[config.mk]
export PLATFORM = sky130hd
export DESIGN_NAME = idu_16bit_serial_flat
export DESIGN_NICKNAME = d
export VERILOG_FILES = /design/src/rtl/idu_16bit_serial_if.sv /design/src/rtl/idu_16bit_serial.sv /design/src/flat_wrapper.sv
export SDC_FILE = /design/constraint.sdc
export NUM_CORES = 1
export LEC_CHECK = 0
export ABC_AREA = 1
export CAP_MARGIN = 30
export CORE_MARGIN = 3
export CORE_UTILIZATION = 29
export CTS_CLUSTER_DIAMETER = 80
export CTS_CLUSTER_SIZE = 16
export DETAILED_ROUTE_END_ITERATION = 6
export SYNTH_ARGS = -nofsm -noshare
export SYNTH_HDL_FRONTEND = slang
export SYNTH_SLANG_ARGS = --single-unit
[constraint.sdc]
create_clock -name i_Clk -period 8.07 [get_ports i_Clk]
set_clock_uncertainty 0.05 [all_clocks]
set_input_delay 1.614 -clock i_Clk [delete_from_list [all_inputs] [get_ports i_Clk]]
set_output_delay 1.614 -clock i_Clk [all_outputs]
set_load 0.02 [all_outputs]
[src/rtl/idu_16bit_serial_if.sv]
`default_nettype none
// ============================================================================
// Module      : idu_16bit_serial_if
// Description : Handshake and data bundle between the CPU sequencer (master)
//               and the serial increment/decrement unit (slave).
//               i_Start/i_Value/i_Decrement : request and operand
//               i_Ack                       : consumer took o_Result
//               o_Busy/o_Valid              : unit status
//               o_Result/o_Wrap             : result and 16-bit wrap indicator
//               o_Oam_Bug                   : only when IDU_OAM_BUG_EN is defined
// Revision    : 1.0 - initial release
// ============================================================================
interface idu_16bit_serial_if #(
    parameter int DATA_W = 16
);
    logic              i_Start;
    logic [DATA_W-1:0] i_Value;
    logic              i_Decrement;
    logic              i_Ack;
    logic              o_Busy;
    logic              o_Valid;
    logic [DATA_W-1:0] o_Result;
    logic              o_Wrap;
`ifdef IDU_OAM_BUG_EN
    logic              o_Oam_Bug;

    modport slave (
        input  i_Start, i_Value, i_Decrement, i_Ack,
        output o_Busy, o_Valid, o_Result, o_Wrap, o_Oam_Bug
    );
    modport master (
        output i_Start, i_Value, i_Decrement, i_Ack,
        input  o_Busy, o_Valid, o_Result, o_Wrap, o_Oam_Bug
    );
`else
    modport slave (
        input  i_Start, i_Value, i_Decrement, i_Ack,
        output o_Busy, o_Valid, o_Result, o_Wrap
    );
    modport master (
        output i_Start, i_Value, i_Decrement, i_Ack,
        input  o_Busy, o_Valid, o_Result, o_Wrap
    );
`endif
endinterface
`default_nettype wire

[src/rtl/idu_16bit_serial.sv]
`default_nettype none
// ============================================================================
// Module      : idu_16bit_serial
// Description : Sequential increment/decrement unit for register pairs, SP
//               and PC. One DATA_W/2-bit adder slice is used twice: the low
//               half first, then the high half (skipped when SKIP_HIGH=1 and
//               nothing propagates). Flags are never produced.
// Ports       : i_Clk      - clock, rising edge
//               i_Reset_n  - asynchronous active-low reset
//               bus        - idu_16bit_serial_if.slave (start/valid/ack
//                            handshake, operand, result, wrap)
// Options     : define IDU_OAM_BUG_EN to add o_Oam_Bug, flagging operands in
//               the 0xFE00-0xFEFF OAM range (DMG OAM-corruption model).
// Parameters  : DATA_W must be even; SKIP_HIGH selects the short path.
// Revision    : 1.0 - initial release
// ============================================================================
module idu_16bit_serial #(
    parameter int DATA_W    = 16,
    parameter bit SKIP_HIGH = 1'b1
) (
    input  wire logic          i_Clk,
    input  wire logic          i_Reset_n,
    idu_16bit_serial_if.slave  bus
);
    localparam int HALF_W = DATA_W / 2;

    typedef enum logic [1:0] {
        ST_IDLE = 2'd0,
        ST_LOW  = 2'd1,
        ST_HIGH = 2'd2,
        ST_DONE = 2'd3
    } state_t;

    state_t              r_state;
    state_t              w_state_next;
    logic                w_capture;

    logic [HALF_W-1:0]   r_val_lo;
    logic [HALF_W-1:0]   r_val_hi;
    logic [HALF_W-1:0]   r_low;
    logic                r_dec;
    logic                r_cy;
    logic [DATA_W-1:0]   r_result;
    logic                r_wrap;

    logic [HALF_W-1:0]   w_add_a;
    logic [HALF_W-1:0]   w_add_b;
    logic [HALF_W:0]     w_sum;
    logic                w_prop;

    // Shared adder slice. Decrement adds all-ones (i.e. -1); carry-out XOR
    // the mode bit turns the raw carry into "carry" for increment and
    // "borrow" for decrement. In HIGH the addend is the propagated cy,
    // sign-extended for decrement.
    always_comb begin
        w_add_a = r_val_lo;
        w_add_b = r_dec ? {HALF_W{1'b1}} : HALF_W'(1);
        if (r_state == ST_HIGH) begin
            w_add_a = r_val_hi;
            w_add_b = r_dec ? {HALF_W{r_cy}} : HALF_W'(r_cy);
        end
        w_sum  = {1'b0, w_add_a} + {1'b0, w_add_b};
        w_prop = w_sum[HALF_W] ^ r_dec;
    end

    // Next-state logic. A new operand is accepted only in IDLE, or in DONE
    // together with i_Ack (zero-bubble back-to-back).
    always_comb begin
        w_state_next = r_state;
        w_capture    = 1'b0;
        case (r_state)
            ST_IDLE: begin
                if (bus.i_Start) begin
                    w_capture    = 1'b1;
                    w_state_next = ST_LOW;
                end
            end
            ST_LOW: begin
                if (SKIP_HIGH && !w_prop) begin
                    w_state_next = ST_DONE;
                end else begin
                    w_state_next = ST_HIGH;
                end
            end
            ST_HIGH: begin
                w_state_next = ST_DONE;
            end
            ST_DONE: begin
                if (bus.i_Ack) begin
                    if (bus.i_Start) begin
                        w_capture    = 1'b1;
                        w_state_next = ST_LOW;
                    end else begin
                        w_state_next = ST_IDLE;
                    end
                end
            end
            default: begin
                w_state_next = ST_IDLE;
            end
        endcase
    end

    always_ff @(posedge i_Clk or negedge i_Reset_n) begin
        if (!i_Reset_n) begin
            r_state  <= ST_IDLE;
            r_val_lo <= '0;
            r_val_hi <= '0;
            r_low    <= '0;
            r_dec    <= 1'b0;
            r_cy     <= 1'b0;
            r_result <= '0;
            r_wrap   <= 1'b0;
        end else begin
            r_state <= w_state_next;
            if (w_capture) begin
                r_val_lo <= bus.i_Value[HALF_W-1:0];
                r_val_hi <= bus.i_Value[DATA_W-1:HALF_W];
                r_dec    <= bus.i_Decrement;
            end
            case (r_state)
                ST_LOW: begin
                    r_low <= w_sum[HALF_W-1:0];
                    r_cy  <= w_prop;
                    if (SKIP_HIGH && !w_prop) begin
                        r_result <= {r_val_hi, w_sum[HALF_W-1:0]};
                        r_wrap   <= 1'b0;
                    end
                end
                ST_HIGH: begin
                    r_result <= {w_sum[HALF_W-1:0], r_low};
                    // The high half itself propagated only if cy was set and
                    // Vhi sat at all-ones (inc) or zero (dec).
                    r_wrap   <= r_cy & w_prop;
                end
                default: begin
                end
            endcase
        end
    end

    assign bus.o_Busy   = (r_state != ST_IDLE);
    assign bus.o_Valid  = (r_state == ST_DONE);
    assign bus.o_Result = r_result;
    assign bus.o_Wrap   = r_wrap;

`ifdef IDU_OAM_BUG_EN
    logic r_oam_bug;

    // Captured with the operand, held through DONE, dropped on return to IDLE.
    always_ff @(posedge i_Clk or negedge i_Reset_n) begin
        if (!i_Reset_n) begin
            r_oam_bug <= 1'b0;
        end else if (w_capture) begin
            r_oam_bug <= (bus.i_Value[DATA_W-1 -: 8] == 8'hFE);
        end else if ((r_state == ST_DONE) && bus.i_Ack) begin
            r_oam_bug <= 1'b0;
        end
    end

    assign bus.o_Oam_Bug = r_oam_bug;
`endif
endmodule
`default_nettype wire

[src/flat_wrapper.sv]
// flat-port wrapper written by rule: the top's interface ports become plain ports
module idu_16bit_serial_flat 
#(
    parameter int DATA_W    = 16,
    parameter bit SKIP_HIGH = 1'b1
)
  (i_Clk, i_Reset_n, bus_i_Start, bus_i_Value, bus_i_Decrement, bus_i_Ack, bus_o_Busy, bus_o_Valid, bus_o_Result, bus_o_Wrap);
  idu_16bit_serial_if #(.DATA_W(DATA_W)) bus_i ();
  input  wire logic i_Clk;
  input  wire logic i_Reset_n;
  input wire logic [$bits(bus_i.i_Start)-1:0] bus_i_Start;
  input wire logic [$bits(bus_i.i_Value)-1:0] bus_i_Value;
  input wire logic [$bits(bus_i.i_Decrement)-1:0] bus_i_Decrement;
  input wire logic [$bits(bus_i.i_Ack)-1:0] bus_i_Ack;
  output wire logic [$bits(bus_i.o_Busy)-1:0] bus_o_Busy;
  output wire logic [$bits(bus_i.o_Valid)-1:0] bus_o_Valid;
  output wire logic [$bits(bus_i.o_Result)-1:0] bus_o_Result;
  output wire logic [$bits(bus_i.o_Wrap)-1:0] bus_o_Wrap;
  assign bus_i.i_Start = bus_i_Start;
  assign bus_i.i_Value = bus_i_Value;
  assign bus_i.i_Decrement = bus_i_Decrement;
  assign bus_i.i_Ack = bus_i_Ack;
  assign bus_o_Busy = bus_i.o_Busy;
  assign bus_o_Valid = bus_i.o_Valid;
  assign bus_o_Result = bus_i.o_Result;
  assign bus_o_Wrap = bus_i.o_Wrap;
  idu_16bit_serial #(.DATA_W(DATA_W), .SKIP_HIGH(SKIP_HIGH)) u_core (.i_Clk(i_Clk), .i_Reset_n(i_Reset_n), .bus(bus_i));
endmodule
After elaboration in Yosys (flattened, before gate mapping)
Cells that the tools add are included.
Widths: inputs -> output; s select.
- bits in registers: 45
- output and inout bits: 19
- logic and storage cells: 38
- add/sub/neg operators: 1
- equal/unequal tests: 6
- multiplexer cells: 16
- bitwise logic cells: 2
- reduce and logical (&&, ||, !) cells: 5
- operators by type and width (kind ; count):
    $mux 8 ; 4
    $pmux 16 s2 ; 1
    $mux 16 ; 1
    $add 8x8->9 ; 1
    $pmux 2 s4 ; 1
    $ne 2x2->1 const B ; 3
    $mux 1 ; 5
    $eq 2x2->1 const B ; 2
    $mux 2 ; 2
    $pmux 1 s2 ; 2
    $reduce_and 2->1 ; 2
    $reduce_bool 2->1 ; 2
    $eq 2x1->1 const B ; 1
    $logic_not 2->1 ; 1
    $and 1x1->1 ; 1
    $xor 1x1->1 ; 1

Logic depth before layout (Yosys ltp)
Gate-level depths: netlist of the first run.
- depth after elaboration: 6
- gate-level depth with buffers: 19

Worst setup path after synthesis of the first run
OpenSTA, ideal clock, no wires.
- path kind: reg2reg
- start: register u_core.r_state[0]
- end: register u_core.r_cy
- arrival: 2.688 ns
- slack: 5.213 ns
- stages on the path, launching flop included: 18
- path buffers: 3
- period minus slack after synthesis: 2.857 ns
- cell sequence: dfrtp_1 > inv_1 > ha_1 > inv_2 > clkbuf_1 > o21ai_0 > ha_1 > fa_1 > nand2_1 > nand3b_1 > nand2_1 > nand3_1 > nand2_1 > nand2_1 > nand3_2 > buf_6 > buf_8 > o21a_1
- longest elaborated chain between the ends: 4
- ends and longest elaborated chain (element ; RTL line ; text):
    start: declaration ; idu_16bit_serial.sv:34 ; state_t r_state;
    start signal: assignment ; idu_16bit_serial.sv:115 ; r_state <= w_state_next;
    $eq 2x2->1 ; idu_16bit_serial.sv:58 ; if (r_state == ST_HIGH) begin
    $mux 8 ; idu_16bit_serial.sv:58 ;
    $add 8x8->9 ; idu_16bit_serial.sv:62 ; w_sum = {1'b0, w_add_a} + {1'b0, w_add_b};
    $xor 1x1->1 ; idu_16bit_serial.sv:63 ; w_prop = w_sum[HALF_W] ^ r_dec;
    end signal: assignment ; idu_16bit_serial.sv:124 ; r_cy <= w_prop;
    end: declaration ; idu_16bit_serial.sv:42 ; logic r_cy;
Parallel ways exist; a longest one is shown, timed or not.
A chain may end at the register's enable or synchronous reset.

Worst setup path in the final report of the first run
- start: register u_core.r_state[0]
- end: register u_core.r_result[0], in the netlist u_core.bus.o_Result[0]
- longest elaborated chain between the ends: 6
- ends and longest elaborated chain (element ; RTL line ; text):
    $eq 2x2->1 ; idu_16bit_serial.sv:58, idu_16bit_serial.sv:121 ;
    $mux 8 ; idu_16bit_serial.sv:58 ;
    $add 8x8->9 ; idu_16bit_serial.sv:62 ;
    $xor 1x1->1 ; idu_16bit_serial.sv:63 ;
    $ne 2x2->1 (no source line) ; n/a ;
    $reduce_and 2->1 (no source line) ; n/a ;
    end signal: assignment ; idu_16bit_serial.sv:126 ; r_result <= {r_val_hi, w_sum[HALF_W-1:0]};
    end signal: assignment ; idu_16bit_serial.sv:131 ; r_result <= {w_sum[HALF_W-1:0], r_low};
    end: declaration ; idu_16bit_serial.sv:43 ; logic [DATA_W-1:0] r_result;
Parallel ways exist; a longest one is shown, timed or not. The select of a mux whose other input is x is not followed.

==> results of run 1 <==
cells in the mapped netlist (all sizes together):
master,instances,area (sq um)
nand4,2,12.5
nand2,124,480
buf,5,46.3
nand3,43,265
a2111oi,1,8.76
o21ai,23,119
fa,1,20.0
nand3b,1,7.51
nor2,13,51.3
o21a,1,7.51
clkbuf,7,26.3
a21oi,11,58.8
inv,27,101
dfrtp,45,1130
clkinv,1,3.75
a21boi,1,7.51
xor2,2,17.5
ha,10,125
o22ai,1,6.26
mux2,9,101
critical path, delay by kind of cell (launching register included):
| kind | cells | cell delay, ns |
|---|---|---|
| simple gates | 10 | 1.58 |
| fa+ha+maj | 3 | 0.87 |
| buf+inv | 2 | 0.44 |
| flops | 1 | 0.37 |
| compound gates | 1 | 0.16 |
state kept, by name, summed over array words and instances, names as in the netlist:
name and flops:
u_core.r_dec 1, u_core.r_cy 1, u_core.r_low 8, u_core.bus.o_Wrap 1
u_core.r_state 2, u_core.r_val_lo 8, u_core.bus.o_Result 16, u_core.r_val_hi 8
routing by layer:
metal	part of all wire	global-route usage
met2	0.45	0.196
met4	0.0054	0.0249
met1	0.49	0.162
met3	0.048	0.0235
met5	0	0
stage by stage:
step,util,std cells
after floorplan,-,328
after global placement,0.360,461
after detailed placement,0.362,462
after CTS,0.373,470
after global routing,0.373,470
final,0.373,470
worst max path at each step:
stage                                               endpoint  slack, ns                     startpoint
final                     u_core.bus.o_Result[0]$_DFFE_PN0P_       4.53  u_core.r_state[0]$_DFFE_PN0P_
after global routing      u_core.bus.o_Result[0]$_DFFE_PN0P_       4.16  u_core.r_state[0]$_DFFE_PN0P_
after CTS                 u_core.bus.o_Result[0]$_DFFE_PN0P_       4.48  u_core.r_state[0]$_DFFE_PN0P_
after detailed placement      u_core.r_val_hi[5]$_DFFE_PN0P_       4.46                      bus_i_Ack
after global placement    u_core.bus.o_Result[0]$_DFFE_PN0P_       4.50  u_core.r_state[0]$_DFFE_PN0P_
after floorplan                      u_core.r_cy$_DFFE_PN0P_       5.21  u_core.r_state[0]$_DFFE_PN0P_
cells by family after synthesis:
logic type	after synthesis	share of synthesized area
AOI/OAI and AO/OA	38	0.0801
adders and majority gates	11	0.0560
and+or+nand+nor	183	0.315
muxes	9	0.0391
buffers and inverters	40	0.0685
xor gates and xnor gates	2	0.00676
DFF	45	0.434
final cells by class:
cell class | instances | area [sq um]
Fill cell | 912 | 5300
Multi-Input combinational cell | 243 | 1290
Sequential cell | 45 | 1130
Timing Repair Buffer | 41 | 413
Tap cell | 105 | 131
Inverter | 28 | 105
Clock buffer | 6 | 82.6
Clock inverter | 2 | 13.8
==> out/metrics.csv, run 1 <==
stage;metric;value;unit
setup_path;cpMostUsedCell;nand2_1;
min_path;min_from;u_core.r_low[6]$_DFFE_PN0P_;
clocking;cts_sinks;45;
synthesis;yosysWarnings;0;
timing;rsz0062_at_grt;no;
setup_path;required;8.26;ns
layout;mostFrequentLayoutCells;nand2_1, dfrtp_1, clkdlybuf4s50_1, nand3_1, inv_1;
placement;post-place-ws;4.46;ns
flow_run;cap_viol_max_count;0;
synthesis;syn_nets;360;
clocking;hold_buffers;0;
detailed_routing;viasPerCell;4.65;
clocking;cts_setup_buffers;0;
die;ioPinCount;40;
setup_path;cp-start-kind;flip-flop;
status;status;complete, no violations;
grt;grt_pass1_wl;9910;um
setup_path;r2r_end;u_core.bus.o_Result[0]$_DFFE_PN0P_;
synthesis;yosysSeqAreaShare;0.434;
clocking;htree_levels;2;
layout;areaGrowthSynthToFinish;21.9;%
detailed_routing;drtPass1Iterations;4;
clocking;cts_tree;yes;
setup_path;rrSetupSlack;4.53;ns
clocking;root_buffer;clkbuf_8;
layout;finalInstanceArea;3160;sq um
timing;fin_crit_sh;0.438;
clocking;clkSlewWorstSetupHoldPaths;0.08;ns
timing;final.hold.worst_slack;0.437;ns
synthesis;syn_inst;328;
grt;grt_max_degree;32;
setup_path;critPathMaxFanout;27;
detailed_routing;wl_per_cell;11.9;um
setup_path;worstReg2RegStart;u_core.r_state[0]$_DFFE_PN0P_;
setup_path;cp.arrival;3.73;ns
detailed_routing;ant_nets;0;
layout;layout_commonest_cell;nand2_1;
grt;antenna_found_initial;0;
timing;setup_viol;0;
layout;fin_nets;396;
setup_path;path_class;flip-flop to flip-flop;
setup_path;end_kind;flip-flop;
die;rows;33;
die;start_util;0.306;
min_path;min_to;u_core.r_low[6]$_DFFE_PN0P_;
clocking;numCtsBuffers;5;
placement;routabilityCongestion;0.822;
timing;finalWorstSetupSlack;4.53;ns
clocking;clock_path_buffers;2;
placement;placed_cell_area;3060;sq um
timing;timing.fmax;0.283;GHz
grt;overflow;0;
synthesis;ys_types;31;
min_path;hold_depth;2;
synthesis;avgSynthCellArea;7.90;sq um
detailed_routing;routed_wirelength;5570;um
clocking;cts_resized;0;
min_path;holdCritPathClass;flip-flop to flip-flop;
die;die_h;101;um
grt;grt_pass1_vias;2106;
timing;min_period;3.54;ns
setup_path;cp_slowest_cell;nand2_2;
timing;worst_slew_pin_slew;0.950;ns
timing;setup_tns;0;ns
clocking;insertion_delay;0.30;ns
timing;slew_viol_final;0;
layout;drive_above_1_share;0.104;
synthesis;syn_area;2590;sq um
die;dieArea;10100;sq um
detailed_routing;drc;0;
placement;dp_hpwl;4260;um
setup_path;cpPeakStageDelay;0.44;ns
synthesis;ys_ff_latch;45;
die;die_w;101;um
die;core-area;8460;sq um
timing;finalHoldViolations;0;
grt;grt.total_usage;0.119;
detailed_routing;initialDrtViolationCount;100;
placement;portBuffers;39;
setup_path;r2r_cells;16;
timing;timing.slew.headroom;0.365;
setup_path;path_cells;inv_1, ha_1, inv_2, o21ai_0, ha_1, fa_1, nand2_1, nand3b_1, nand2_1, nand3_1, nand2_1, nand2_1, nand3_2, nand2_2, nand2_1, nand2_1;
detailed_routing;via_count;2184;
layout;num_antenna_cells;0;
Power of run 1 is left out: the tool's default activity adds up to more than one toggle a clock period on the data nets, which glitch-free logic cannot reach.
==> run 2: changes to the inputs <==
- clock period: 8.07 -> 3.6 ns (I/O delays scaled with it)
==> run 2 against run 1 <==
Utilization up 0.19 points. Sequential share of layout area down 0.18 points. Fmax rose by 14%. First-iteration DRC count rose by 8.0%. Flip-flop and latch count stayed put. Critical path depth is the same. Via count up 0.69%. Register-to-register slack worse by 4.0 ns. Highest routed layer unchanged.
==> out/metrics.csv, run 2 (synthesis gave the netlist of run 1 again) <==
stage;metric;value;unit
layout;multiInputGateArea;1290;sq um
timing;setup_tns;0;ns
die;start_util;0.306;
clocking;cts_resized;0;
timing;fin_crit_sh;0.860;
detailed_routing;drtPass1Iterations;4;
timing;finalHoldViolations;0;
status;status;complete, no violations;
clocking;clock_path_buffers;2;
detailed_routing;wl_per_cell;12.4;um
setup_path;path_class;flip-flop to flip-flop;
layout;areaGrowthSynthToFinish;22.5;%
setup_path;rrSetupSlack;0.50;ns
clocking;cts_setup_buffers;0;
setup_path;worst-path-buf-inv;2;
detailed_routing;viasPerCell;4.64;
layout;largest_register_ffs;16;
clocking;htree_levels;2;
grt;overflow;0;
timing;setup_viol;0;
grt;grt_max_degree;31;
setup_path;path_cells;inv_1, ha_1, inv_2, o21ai_0, ha_1, fa_1, nand2_1, nand3b_1, nand2_1, nand3_1, nand2_1, nand2_1, nand3_2, nand2_2, nand2_1, nand2_1;
timing;final.hold.worst_slack;0.328;ns
timing;min_period;3.10;ns
setup_path;path_delay_family;simple AND/OR/NAND/NOR gates;
die;die_w;101;um
layout;fin_util;0.375;
layout;layout_commonest_cell;nand2_1;
timing;rsz0062_at_grt;no;
die;die_h;101;um
setup_path;cp-start-kind;flip-flop;
placement;portBuffers;39;
clocking;numCtsBuffers;5;
min_path;holdCritPathClass;input port to asynchronous set/reset pin;
setup_path;cpMostUsedCell;nand2_1;
flow_run;cap_viol_max_count;0;
detailed_routing;initialDrtViolationCount;108;
setup_path;cp_slowest_cell;fa_1;
setup_path;worstReg2RegStart;u_core.r_state[0]$_DFFE_PN0P_;
detailed_routing;drc;0;
setup_path;critPathMaxFanout;16;
detailed_routing;routed_wirelength;5880;um
placement;routabilityCongestion;0.855;
setup_path;cpPeakStageDelay;0.41;ns
timing;worst_slew_pin_slew;0.860;ns
grt;grt_pass1_wl;10400;um
setup_path;r2r_end;u_core.bus.o_Result[15]$_DFFE_PN0P_;
clocking;cts_sinks;45;
setup_path;required;3.79;ns
setup_path;startpoint;u_core.r_state[0]$_DFFE_PN0P_;
layout;regArea;1130;sq um
layout;num_antenna_cells;0;
die;core-area;8460;sq um
placement;dp_hpwl;4500;um
die;rows;33;
layout;finalInstanceArea;3180;sq um
clocking;root_buffer;clkbuf_8;
setup_path;end_kind;flip-flop;
setup_path;cp.arrival;3.28;ns
clocking;hold_buffers;0;
clocking;clkSlewWorstSetupHoldPaths;0.08;ns
timing;timing.slew.headroom;0.425;
die;dieArea;10100;sq um
setup_path;r2r_cells;16;
layout;drive_above_1_share;0.111;
detailed_routing;ant_nets;0;
clocking;insertion_delay;0.29;ns
die;ioPinCount;40;
timing;timing.fmax;0.323;GHz
layout;mostFrequentLayoutCells;nand2_1, dfrtp_1, clkdlybuf4s50_1, nand3_1, inv_1;
timing;slew_viol_final;0;
layout;fillers;881;
grt;antenna_found_initial;0;
placement;placed_cell_area;3090;sq um
grt;grt.total_usage;0.125;
layout;fin_nets;400;
detailed_routing;via_count;2199;
clocking;cts_tree;yes;
grt;grt_pass1_vias;2196;
==> run 2: cell count changes in the layout (fill, tap and decap cells not counted) <==
cell,previous run,this run
clkinv_2,1,2
clkinv_4,1,0
clkbuf_1,0,1
buf_4,1,5
clkbuf_8,6,5
==> run 2: area by class of cell <==
class / count / area share
multi-input combinational: 243 / 0.406
sequential: 45 / 0.354
timing repair buffer: 45 / 0.139
tap: 105 / 0.0414
inverter: 28 / 0.0331
clock buffer: 6 / 0.0228
clock inverter: 2 / 0.00315
==> run 2: how the worst max path moves through the flow <==
| stage | to | depth (start not counted) |
|---|---|---|
| 2_1_floorplan | u_core.r_cy$_DFFE_PN0P_ | 17 |
| 3_5_place_dp | u_core.bus.o_Result[15]$_DFFE_PN0P_ | 16 |
| 4_1_cts | u_core.bus.o_Result[15]$_DFFE_PN0P_ | 16 |
| 6_report | u_core.bus.o_Result[15]$_DFFE_PN0P_ | 16 |
| 5_1_grt | u_core.bus.o_Result[3]$_DFFE_PN0P_ | 17 |
| 3_3_place_gp | u_core.bus.o_Result[15]$_DFFE_PN0P_ | 17 |
==> run 2: metrics by stage <==
stage	instances	setup slack, ns
5_1_grt	474	0.134
6_report	474	0.503
3_5_place_dp	466	0.513
3_3_place_gp	465	0.640
4_1_cts	474	0.475
2_1_floorplan	328	0.743
==> run 2: per-layer routing <==
| metal | GRT usage | wire [um] |
|---|---|---|
| met2 | 0.207 | 2620 |
| met1 | 0.168 | 2840 |
| met3 | 0.0215 | 330 |
| met4 | 0.0332 | 80 |
| met5 | 0 | 0 |
Power of run 2 is left out for the same reason.
